<file path="config.mk">
export PLATFORM = sky130hd
export DESIGN_NAME = zebra_stripe_analyzer
export DESIGN_NICKNAME = d
export VERILOG_FILES = /design/src/rtl/zebra_pkg.sv /design/src/rtl/stream_reg_slice.sv /design/src/rtl/zebra_stripe_analyzer.sv
export SDC_FILE = /design/constraint.sdc
export NUM_CORES = 1
export LEC_CHECK = 0
export CORE_MARGIN = 2
export CORE_UTILIZATION = 40
export CTS_CLUSTER_DIAMETER = 100
export DETAILED_ROUTE_END_ITERATION = 12
export GPL_TIMING_DRIVEN = 0
export PLACE_DENSITY = 0.72
export SYNTH_ARGS = -nofsm -noshare
export SYNTH_HDL_FRONTEND = slang
export SYNTH_HIERARCHICAL = 1
export SYNTH_SLANG_ARGS = --single-unit
</file>
<file path="constraint.sdc">
create_clock -name clk -period 3.9 [get_ports clk]
set_input_delay 0.78 -clock clk [delete_from_list [all_inputs] [get_ports clk]]
set_output_delay 0.78 -clock clk [all_outputs]
set_load 0.02 [all_outputs]
</file>
<file path="src/rtl/zebra_pkg.sv">
// Shared types and default constants for the zebra stripe analyzer.
package zebra_pkg;

    typedef enum logic {
        S_BLACK = 1'b0,
        S_WHITE = 1'b1
    } run_state_t;

    localparam int DEF_IMG_WIDTH       = 640;
    localparam int DEF_IMG_HEIGHT      = 480;
    localparam int DEF_W               = 8;
    localparam int DEF_WHITE_THRESHOLD = 180;
    localparam int DEF_MIN_RUN         = 8;
    localparam int DEF_MIN_STRIPES     = 3;
    localparam int DEF_MIN_ROWS        = 16;
    localparam int ROW_CNT_MAX         = 255;

    // Counter width that stays at least one bit for degenerate sizes.
    function automatic int cw(input int n);
        return (n > 1) ? $clog2(n) : 1;
    endfunction

endpackage

</file>
<file path="src/rtl/stream_reg_slice.sv">
// One-deep valid/ready register slice; ready passes through when the slot drains.
module stream_reg_slice #(
    parameter int W = 8
) (
    input  logic         clk,
    input  logic         rst,
    input  logic         in_valid,
    output logic         in_ready,
    input  logic [W-1:0] in_data,
    output logic         out_valid,
    input  logic         out_ready,
    output logic [W-1:0] out_data
);

    assign in_ready = out_ready | ~out_valid;

    always_ff @(posedge clk or posedge rst) begin
        if (rst) begin
            out_valid <= 1'b0;
            out_data  <= '0;
        end else if (in_valid && in_ready) begin
            out_valid <= 1'b1;
            out_data  <= in_data;
        end else if (out_ready) begin
            out_valid <= 1'b0;
        end
    end

endmodule

</file>
<file path="src/rtl/zebra_stripe_analyzer.sv">
// Counts white stripes per row and flags frames with enough striped rows.
// Per-row stats outputs are built only with ZEBRA_ROW_STATS_EN defined.
module zebra_stripe_analyzer
    import zebra_pkg::*;
#(
    parameter int             IMG_WIDTH       = DEF_IMG_WIDTH,
    parameter int             IMG_HEIGHT      = DEF_IMG_HEIGHT,
    parameter int             W               = DEF_W,
    parameter logic [W-1:0]   WHITE_THRESHOLD = W'(DEF_WHITE_THRESHOLD),
    parameter int             MIN_RUN         = DEF_MIN_RUN,
    parameter int             MIN_STRIPES     = DEF_MIN_STRIPES,
    parameter int             MIN_ROWS        = DEF_MIN_ROWS
) (
    input  logic                              clk,
    input  logic                              rst,
    input  logic                              x_valid,
    output logic                              x_ready,
    input  logic [W-1:0]                      x_data,
    output logic                              y_valid,
    input  logic                              y_ready,
    output logic [W-1:0]                      y_data,
    output logic [7:0]                        row_stripes,
    output logic                              row_stripes_valid,
    output logic [$clog2(IMG_HEIGHT+1)-1:0]   stripe_rows,
    output logic                              zebra_detected,
    output logic                              detection_valid
);

    localparam int XW = cw(IMG_WIDTH);
    localparam int YW = cw(IMG_HEIGHT);
    localparam int RW = $clog2(IMG_HEIGHT + 1);
    localparam int LW = cw(MIN_RUN + 1);

    run_state_t    state, cur_state, state_nxt;
    logic [LW-1:0] run_len, cur_len, len_nxt;
    logic [7:0]    row_cnt, cur_cnt, cnt_nxt;
    logic [RW-1:0] cur_rows, rows_nxt;
    logic [XW-1:0] x_pos, x_nxt;
    logic [YW-1:0] y_pos, y_nxt;
    logic          hs, white, stripe, det_nxt;
    logic          row_start, row_end, frame_start, frame_end;

    stream_reg_slice #(.W(W)) u_slice (
        .clk       (clk),
        .rst       (rst),
        .in_valid  (x_valid),
        .in_ready  (x_ready),
        .in_data   (x_data),
        .out_valid (y_valid),
        .out_ready (y_ready),
        .out_data  (y_data)
    );

    assign hs = x_valid && x_ready;

    // Row/frame starts substitute cleared state so nothing carries across rows or frames.
    always_comb begin
        row_start   = (x_pos == '0);
        row_end     = (x_pos == XW'(IMG_WIDTH - 1));
        frame_start = row_start && (y_pos == '0);
        frame_end   = row_end && (y_pos == YW'(IMG_HEIGHT - 1));
        white       = (x_data >= WHITE_THRESHOLD);
        cur_state   = row_start ? S_BLACK : state;
        cur_len     = row_start ? '0 : run_len;
        cur_cnt     = row_start ? '0 : row_cnt;
        cur_rows    = frame_start ? '0 : stripe_rows;

        state_nxt = cur_state;
        len_nxt   = cur_len;
        stripe    = 1'b0;
        case (cur_state)
            S_BLACK: begin
                if (white) begin
                    state_nxt = S_WHITE;
                    len_nxt   = LW'(1);
                end
            end
            S_WHITE: begin
                if (!white) begin
                    state_nxt = S_BLACK;
                    len_nxt   = '0;
                    stripe    = (int'(cur_len) >= MIN_RUN);
                end else if (int'(cur_len) < MIN_RUN) begin
                    len_nxt = cur_len + LW'(1);
                end
            end
            default: ;
        endcase
        // A run still open at the row's last pixel closes here, that pixel included.
        if (row_end && state_nxt == S_WHITE)
            stripe = (int'(len_nxt) >= MIN_RUN);

        cnt_nxt  = (stripe && cur_cnt != 8'(ROW_CNT_MAX)) ? cur_cnt + 8'd1 : cur_cnt;
        rows_nxt = cur_rows;
        if (row_end && int'(cnt_nxt) >= MIN_STRIPES && cur_rows != RW'(IMG_HEIGHT))
            rows_nxt = cur_rows + RW'(1);
        det_nxt = (int'(rows_nxt) >= MIN_ROWS);

        x_nxt = row_end ? '0 : x_pos + XW'(1);
        y_nxt = y_pos;
        if (row_end)
            y_nxt = frame_end ? '0 : y_pos + YW'(1);
    end

    always_ff @(posedge clk or posedge rst) begin
        if (rst) begin
            state           <= S_BLACK;
            run_len         <= '0;
            row_cnt         <= '0;
            stripe_rows     <= '0;
            x_pos           <= '0;
            y_pos           <= '0;
            zebra_detected  <= 1'b0;
            detection_valid <= 1'b0;
        end else begin
            detection_valid <= 1'b0;
            if (hs) begin
                state       <= state_nxt;
                run_len     <= len_nxt;
                row_cnt     <= cnt_nxt;
                stripe_rows <= rows_nxt;
                x_pos       <= x_nxt;
                y_pos       <= y_nxt;
                if (frame_end) begin
                    zebra_detected  <= det_nxt;
                    detection_valid <= 1'b1;
                end
            end
        end
    end

`ifdef ZEBRA_ROW_STATS_EN
    always_ff @(posedge clk or posedge rst) begin
        if (rst) begin
            row_stripes       <= '0;
            row_stripes_valid <= 1'b0;
        end else begin
            row_stripes_valid <= 1'b0;
            if (hs && row_end) begin
                row_stripes       <= cnt_nxt;
                row_stripes_valid <= 1'b1;
            end
        end
    end
`else
    assign row_stripes       = '0;
    assign row_stripes_valid = 1'b0;
`endif

endmodule

</file>
==> results of run 1 <==
==> flip-flops by register name, indices dropped and copies added (netlist names) <==
name and flops:
u_slice/out_valid 1, row_cnt 8, run_len 4, detection_valid 1, x_pos 10, state 1, stripe_rows 9, zebra_detected 1
u_slice/out_data 8, y_pos 9
==> worst register-to-register path, cell delays in order (launching register included) <==
cell,delay [ns]
sky130_fd_sc_hd__dfrtp_1,0.39
sky130_fd_sc_hd__inv_2,0.06
sky130_fd_sc_hd__ha_1,0.20
sky130_fd_sc_hd__nor4b_4,0.13
sky130_fd_sc_hd__nand3_2,0.07
sky130_fd_sc_hd__buf_4,0.17
sky130_fd_sc_hd__and2_1,0.15
sky130_fd_sc_hd__ha_2,0.24
sky130_fd_sc_hd__and4_4,0.29
sky130_fd_sc_hd__nand4_1,0.09
sky130_fd_sc_hd__and3_1,0.24
sky130_fd_sc_hd__and2_2,0.21
sky130_fd_sc_hd__buf_6,0.14
sky130_fd_sc_hd__a2111oi_4,0.36
sky130_fd_sc_hd__buf_6,0.18
sky130_fd_sc_hd__a21oi_1,0.11
sky130_fd_sc_hd__mux2i_1,0.17
sky130_fd_sc_hd__nor4_2,0.24
sky130_fd_sc_hd__o22ai_1,0.12
==> power by group through the flow <==
stage	Combinational (mW)	Sequential, mW	Clock [mW]
after floorplan	0.331	0.713	0
after global placement	0.455	0.705	0
after detailed placement	0.468	0.709	0
after CTS	0.493	0.701	0.444
after global routing	0.568	0.719	0.465
final	0.511	0.707	0.430
==> layer usage <==
| metal | global-route usage | vias up | part of all wire |
|---|---|---|---|
| met1 | 0.231 | 1312 | 0.47 |
| met2 | 0.277 | 68 | 0.48 |
| met4 | 0.0478 | 0 | 0.0078 |
| li1 | - | 1310 | - |
| met5 | 0 | - | 0 |
| met3 | 0.0274 | 7 | 0.045 |
==> timing repair <==
action,CTS,global route
endpoints found under the setup margin,10,2
resized for setup,6,7
pin swaps,3,2
buffers inserted,2,0
hold buffers,0,0
==> kinds of logic after synthesis <==
kind of cell             share of synthesized area
buffers and inverters                       0.0544
flip-flops                                   0.410
XOR/XNOR                                    0.0327
AND/OR/NAND/NOR                              0.231
AO/OA/AOI/OAI                                0.185
multiplexers                                0.0544
adder cells (fa/ha/maj)                     0.0315
other                                      0.00118
==> worst paths after layout <==
check | startpoint | to | slack (ns) | cells past startpoint
hold / removal | u_slice/out_data[0] | u_slice/out_data[0] | 0.51 | 1
setup / recovery | x_pos[0] | zebra_detected | 0.21 | 18
max in group asynchronous | rst | stripe_rows[0] | 2.66 | 3
hold reg to reg | u_slice/out_data[0] | u_slice/out_data[0] | 0.51 | 1
setup reg to reg | x_pos[0] | zebra_detected | 0.21 | 18
min in group asynchronous | rst | state | 0.77 | 2
==> cell usage after synthesis, types with 4 or more instances <==
cell type                  instances  area share
sky130_fd_sc_hd__dfrtp_1          52        0.41
sky130_fd_sc_hd__ha_1              8       0.032
sky130_fd_sc_hd__o21ai_0          33       0.052
sky130_fd_sc_hd__nand4_1           8       0.016
sky130_fd_sc_hd__a31oi_1           5      0.0099
sky130_fd_sc_hd__mux2_4            8       0.038
sky130_fd_sc_hd__buf_4             9       0.021
sky130_fd_sc_hd__inv_1            10       0.012
sky130_fd_sc_hd__or4_1             4      0.0095
sky130_fd_sc_hd__clkbuf_1         11       0.013
sky130_fd_sc_hd__and2_1            7       0.014
sky130_fd_sc_hd__nor2_1           19       0.022
sky130_fd_sc_hd__nor4_1            5      0.0099
sky130_fd_sc_hd__o31ai_1           6       0.014
sky130_fd_sc_hd__xor2_1            6       0.017
sky130_fd_sc_hd__nand2b_1          7       0.014
sky130_fd_sc_hd__nand2_1          35       0.041
sky130_fd_sc_hd__nand3_1          18       0.028
sky130_fd_sc_hd__and3_1            8       0.016
sky130_fd_sc_hd__nor3_1            5      0.0079
sky130_fd_sc_hd__a21oi_1          11       0.017
sky130_fd_sc_hd__xnor2_1           4       0.011
==> per-stage QoR <==
step                       util  instances
after floorplan               -        345
after global placement    0.473        479
after detailed placement  0.475        480
after CTS                 0.496        488
after global routing      0.499        488
final                     0.499        488
==> area by class of cell <==
| cell class | count | area (um^2) |
|---|---|---|
| Fill cell | 721 | 3870 |
| Sequential cell | 52 | 1300 |
| Buffer | 23 | 135 |
| Timing Repair Buffer | 35 | 359 |
| Clock inverter | 2 | 60.1 |
| Multi-Input combinational cell | 259 | 1760 |
| Clock buffer | 5 | 68.8 |
| Inverter | 10 | 37.5 |
| Tap cell | 102 | 128 |
==> key figures, run 1 <==
Global routing
  • Vias in the first global route: 2548
  • Initial antenna violation count: 0
  • First-pass GRT wire length: 11.9 mm
  • Maximum number of pins on one net before global-route repair: 32
  • Global route overflow: 0
  • Total global routing track utilization: 0.169

Timing
  • Final worst hold slack: 0.514 ns
  • Max_slew headroom: 0.570
  • Final max-slew violation count: 0
  • Period utilisation layout: 0.947
  • Post-route setup TNS: 0 ns
  • Max Fclk: about 0.27 GHz
  • Final Hold Violating Endpoints: 0
  • Tmin final: 3.69 ns
  • Final setup violation count: 0
  • Clock tree skew after final layout: 0.00914 ns
  • Setup slack after layout: about 0.21 ns
  • Unrepaired setup endpoints after global routing: false
  • Worst-Margin Slew: between 0.6 and 0.7 ns

Placed design
  • Worst Setup Slack post-DPL: -0.416 ns
  • GP Congestion: between 0.8 and 0.9
  • Final HPWL from detailed placement: approximately 5.0 mm
  • Count of port buffers added during placement: 32
  • Instance area after placement: around 3700 um^2

Worst setup path
  • Type of element launching the critical path: flop
  • Most common cell on crit path: sky130_fd_sc_hd__buf_6
  • Type of destination of the critical path: flop
  • Critical path required time: ~4.1 ns
  • Buffers & Inverters on Critical Path: 4
  • Worst-path cell with the longest stage delay: sky130_fd_sc_hd__dfrtp_1
  • Kind of cell adding the most delay to the critical path: simple AND/OR/NAND/NOR gates
  • Delay of the slowest cell on the worst path: 0.39 ns
  • Critical Setup Path Class: reg -> reg
  • Maximum fanout along the worst path: 10
  • Ordered list of cells on the worst path: inv_2 > ha_1 > nor4b_4 > nand3_2 > buf_4 > and2_1 > ha_2 > and4_4 > nand4_1 > and3_1 > and2_2 > buf_6 > a2111oi_4 > buf_6 > a21oi_1 > mux2i_1 > nor4_2 > o22ai_1
  • CP Data Arrival Time: ~3.9 ns

Synthesis
  • Synthesis-stage register bit count: 52
  • Post-Syn Area per Cell: 9.42 um^2
  • Primary flip-flop cell chosen by synthesis mapping: sky130_fd_sc_hd__dfrtp_1
  • Sequential area share after synthesis: 0.410
  • Post-synth cell types: 64
  • Summed instance area of the synthesized netlist: around 3200 um^2
  • Number of warnings reported in the yosys synthesis log: 6
  • Gate count of the mapped netlist: roughly 340
  • Number of flops mapped to enable cells by yosys: 0
  • Share of async-settable or async-resettable flops after synthesis: 1.00

Die
  • Die Span Y: approximately 93 um
  • Number of I/O pins: between 40 and 50
  • Die area: 8670 um^2
  • Number of rows created at floorplan: 32
  • Initial Utilization: 0.411
  • Core Footprint: approximately 7700 um^2
  • Die W: slightly above 90 um

Clocking
  • H-tree levels: 2
  • Clk Latency, worst-skew pair: 0.31 ns
  • Clock tree from TritonCTS: yes
  • CTS root buffer: sky130_fd_sc_hd__clkbuf_8
  • Clock-pin slew of the registers on the worst-case setup and hold paths: 0.09 ns
  • Number of buffers on the longest clock path: 2
  • CTS buffer count: 5
  • Number of clock sinks: between 50 and 60

Layout
  • Post-route cell area: 3850 um^2
  • Area growth from synthesis to layout: 21.4%
  • Share of layout cells above drive strength 1: 0.145
  • Nets: 406
  • Most frequent cells in the layout: sky130_fd_sc_hd__dfrtp_1, sky130_fd_sc_hd__nand2_1, sky130_fd_sc_hd__o21ai_0
  • Inserted Diodes: 0
  • Commonest non-fill, non-tap cell in the layout: sky130_fd_sc_hd__dfrtp_1

Power
  • Leakage power of the design: roughly 1.6 nW
  • Switching fraction of total power: 0.326
  • Comb pwr share: 0.310
  • Part of the power in registers: 0.429
  • IR drop worst, VDD: 0.279 mV
  • Clock network fraction of total power: 0.261
  • Total Power Consumption: ~1.6 mW
  • Internal portion of total power: between 1 and 1.5 mW
  • Switching power of the nets: approximately 540 uW
  • Power density over the cells: roughly 430 nW/um^2

Detailed routing
  • Vias per inst: around 5.5
  • Detailed-routing iteration count for the pre-antenna-repair pass: 4
  • Drt initial violations: ~140
  • Total via count in the routed design: approximately 2700
  • Count of antenna-violating nets left after detailed routing: 0
  • Drc violations: 0
  • Average wire per standard cell: ~15 um
  • Wirelength, routed: 7.08 mm

Job
  • MaxCap Viol Count: 0

Status
  • Result of the run: finished, final reports clean

Min path
  • Path class of the lowest-slack min-delay path: reg -> reg
(Power assumes the default switching activity.)
==> run 2: changes to the inputs <==
- CTS_CLUSTER_DIAMETER: 100 -> not set
==> results of run 2 <==
The final DEF is identical to that of run 1; final timing and power are the same.
==> run 3: changes to the inputs <==
- PLACE_DENSITY: 0.72 -> 0.73
- SYNTH_HIERARCHICAL: 1 -> not set
==> run 3 against run 2 <==
Effect of this change: die area down 1.6%; non-clock buffer count increased by 2; worst hold slack worse by 0.036 ns; maximum frequency rose by 3.9%; final cell count grew 4.9%; sequential share of layout area up 0.96 points; clock power decreased by 15%; critical endpoint unchanged; largest power group unchanged.
==> key figures, run 3 <==
Power
  • Switching power of the nets: 460 uW (-14%)
  • Power density over the cells: 377 nW/um^2 (-12%)
  • Switching fraction of total power: 0.325 (-0.000652)
  • IR drop worst, VDD: 0.159 mV (-43%)
  • Internal portion of total power: 954 uW (-14%)
  • Clock network fraction of total power: 0.260 (about the same)
  • Comb pwr share: 0.254 (-0.056)
  • Total Power Consumption: 1.41 mW (-14%)
  • Leakage power of the design: 1.67 nW (+3.7%)
  • Part of the power in registers: 0.486 (+0.057)

Status
  • Result of the run: finished, final reports clean

Synthesis
  • Cell type with the highest aggregate area in the netlist: sky130_fd_sc_hd__dfrtp_1
  • Dominant combinational cell family by area after synthesis: simple AND/OR/NAND/NOR gates
  • Post-Syn Area per Cell: 8.68 um^2 (-7.9%)
  • Cell types occupying the most area after synthesis: sky130_fd_sc_hd__dfrtp_1, sky130_fd_sc_hd__nand2_1, sky130_fd_sc_hd__o21ai_0
  • Post-synth cell types: 61 (-4.7%)
  • Most numerous cell in the Yosys netlist: sky130_fd_sc_hd__nand2_1
  • XOR/XNOR share of the synthesized area: 0.0364 (+0.00374)
  • Gate count of the mapped netlist: 360 (+6.8%)
  • Post-synthesis simple-gate area fraction: 0.256 (+0.0242)
  • Synth Area in Compound Gates: 0.182 (-0.00297)
  • Adder-Cell Fraction of Synth Area: 0.0320 (+0.000518)
  • Top cell type's share of synthesized area: 0.416 (+0.00673)
  • Most frequent cells after synthesis: sky130_fd_sc_hd__nand2_1, sky130_fd_sc_hd__dfrtp_1, sky130_fd_sc_hd__o21ai_0
  • Summed instance area of the synthesized netlist: 3120 um^2 (-1.6%)
  • Primary flip-flop cell chosen by synthesis mapping: sky130_fd_sc_hd__dfrtp_1
  • Fraction of synthesized area in multiplexers: 0.0100 (-0.0444)
  • Number of flops mapped to enable cells by yosys: 0 (unchanged)
  • Sequential area share after synthesis: 0.416 (+0.00673)
  • Number of warnings reported in the yosys synthesis log: 0 (-6)
  • Synthesis-stage register bit count: 52 (unchanged)
  • Share of async-settable or async-resettable flops after synthesis: 1.00 (unchanged)

Detailed routing
  • Vias per inst: 5.42 (-2.0%)
  • Wirelength, routed: 6.85 mm (-3.4%)
  • Detailed-routing iteration count for the pre-antenna-repair pass: 4 (unchanged)
  • Total via count in the routed design: 2774 (+2.9%)
  • Average wire per standard cell: 13.4 um (-7.9%)
  • Drc violations: 0 (unchanged)
  • Count of antenna-violating nets left after detailed routing: 0 (unchanged)
  • Drt initial violations: 167 (+24%)

Layout
  • Post-route cell area: 3750 um^2 (-2.8%)
  • Sequential standard cell area: 1300 um^2 (unchanged)
  • Largest register FFs: 10 (unchanged)
  • Registers with the most flip-flops: x_pos: 10 flops, stripe_rows: 9 flops, y_pos: 9 flops
  • Total area of multi-input combinational cells: 1650 um^2 (-6.4%)
  • Share of layout cells above drive strength 1: 0.0951 (-0.0500)
  • Most frequent cells in the layout: sky130_fd_sc_hd__nand2_1, sky130_fd_sc_hd__dfrtp_1, sky130_fd_sc_hd__clkdlybuf4s50_1
  • Top register by number of flip-flops: x_pos
  • Commonest non-fill, non-tap cell in the layout: sky130_fd_sc_hd__nand2_1
  • Area growth from synthesis to layout: 19.9%
  • Number of fillers in the final layout: 738 (+2.4%)
  • Inserted Diodes: 0 (unchanged)
  • Nets: 429 (+5.7%)

Global routing
  • Vias in the first global route: 2563 (+0.59%)
  • First-pass GRT wire length: 11.7 mm (-1.2%)
  • Initial antenna violation count: 0 (unchanged)
  • Total global routing track utilization: 0.167 (-0.00184)
  • Maximum number of pins on one net before global-route repair: 38 (+19%)
  • Global route overflow: 0 (unchanged)

Timing
  • Tmin final: 3.55 ns (-0.138 ns)
  • Unrepaired setup endpoints after global routing: false
  • Period utilisation layout: 0.911 (-0.0354)
  • Clock tree skew after final layout: 0.00766 ns (-0.00148 ns)
  • Final Hold Violating Endpoints: 0 (unchanged)
  • Max_slew headroom: 0.599 (+0.0289)
  • Worst-Margin Slew: 0.595 ns (-0.0430 ns)
  • Final max-slew violation count: 0 (unchanged)
  • Final setup violation count: 0 (unchanged)
  • Max Fclk: 0.281 GHz (+3.9%)
  • Setup slack after layout: 0.346 ns (+0.138 ns)

Worst setup path
  • Type of element launching the critical path: flop
  • Critical Setup Path Class: reg -> reg
  • Ordered list of cells on the worst path: inv_1 > ha_1 > nor4b_2 > nand3_1 > and2_1 > ha_1 > nand3_1 > nor2_1 > a222oi_1 > buf_4 > o2111ai_1 > a32o_2 > a41o_1 > o32ai_2 > o311ai_2
  • Worst-path cell with the longest stage delay: sky130_fd_sc_hd__dfrtp_1
  • Maximum fanout along the worst path: 10 (unchanged)
  • Delay of the slowest cell on the worst path: 0.42 ns (+0.03 ns)
  • FF-to-FF setup slack: 0.35 ns (+0.14 ns)
  • Type of destination of the critical path: flop
  • Critical path required time: 4.08 ns (about the same)
  • CP Data Arrival Time: 3.74 ns (-0.14 ns)

Job
  • MaxCap Viol Count: 0 (unchanged)

Placed design
  • GP Congestion: 0.886 (+0.11%)
  • Instance area after placement: 3620 um^2 (-1.4%)
  • Count of port buffers added during placement: 32 (unchanged)
  • Final HPWL from detailed placement: 4.95 mm (-0.11%)
  • Worst Setup Slack post-DPL: -0.0187 ns (+0.397 ns)

Min path
  • Path class of the lowest-slack min-delay path: reg -> reg

Die
  • Core Footprint: 7650 um^2 (-1.0%)
  • Die W: 92.4 um (-0.78%)
  • Number of rows created at floorplan: 32 (unchanged)
  • Initial Utilization: 0.409 (-0.00241)
  • Die area: 8530 um^2 (-1.6%)
  • Number of I/O pins: 42 (unchanged)
  • Die Span Y: 92.4 um (-0.78%)

Clocking
  • Number of buffers on the longest clock path: 2 (unchanged)
  • Clk Latency, worst-skew pair: 0.30 ns (about the same)
  • Hold Buf Count CTS: 0 (unchanged)
  • Clock tree from TritonCTS: yes
  • CTS root buffer: sky130_fd_sc_hd__clkbuf_8
  • Number of clock sinks: 52 (unchanged)
  • CTS buffer count: 5 (unchanged)
  • Clock-pin slew of the registers on the worst-case setup and hold paths: 0.10 ns (about the same)
  • H-tree levels: 2 (unchanged)
run 3: layout make-up:
cell class	instances	share of cell area
Buffer	26	0.0404
Inverter	15	0.0150
Multi-Input combinational cell	275	0.441
Clock inverter	3	0.0114
Sequential cell	52	0.347
Tap cell	102	0.0341
Timing Repair Buffer	34	0.0928
Clock buffer	5	0.0184
run 3: kinds of logic after synthesis:
kind of cell	count (synthesis)
fa+ha+maj	8
buf+inv	41
xor+xnor	13
flops	52
compound gates	83
other cells	1
simple gates	159
mux	3
run 3: routing by layer:
metal / GRT usage / routed length, um / up-vias
li1: - / - / 1375
met1: 0.230 / 3250 / 1324
met2: 0.272 / 3250 / 68
met3: 0.0317 / 307 / 7
met4: 0.0398 / 40 / 0
met5: 0 / 0 / -
run 3: final timing paths:
kind,startpoint,end,depth (start not counted)
worst max-delay path,x_pos[0],zebra_detected,15
worst min-delay path,u_slice.out_data[6],u_slice.out_data[6],2
worst max register to register,x_pos[0],zebra_detected,15
worst min register to register,u_slice.out_data[6],u_slice.out_data[6],2
max in group asynchronous,rst,run_len[2],3
min in group asynchronous,rst,stripe_rows[5],2
run 3: metrics by stage:
step	hold WS [ns]	setup TNS [ns]	cells	util
floorplan	0.461	0	368	-
global placement	0.460	0	502	0.471
detailed placement	0.461	-0.0187	503	0.474
CTS	0.484	0	512	0.489
global route	0.510	0	512	0.490
finish	0.477	0	512	0.490
run 3: worst max-delay path, delay by kind of cell (launching register included):
kind	cells	cell delay (ns)
adder cells (fa/ha/maj)	2	0.40
flip-flops	1	0.42
buffers and inverters	2	0.34
AO/OA/AOI/OAI	6	1.33
AND/OR/NAND/NOR	5	0.94
run 3: power groups by stage:
stage,clock network [mW],logic [mW],registers (mW)
finish,0.367,0.360,0.686
global route,0.410,0.408,0.698
global placement,0,0.343,0.690
detailed placement,0,0.356,0.693
floorplan,0,0.234,0.695
CTS,0.379,0.360,0.684
run 3: repair_timing:
action                     4_1_cts  5_1_grt
setup endpoints to repair        1       10
resized for setup                0        1
buffers inserted                 1        0
hold endpoints to repair         0        0
pin swaps                        1        0
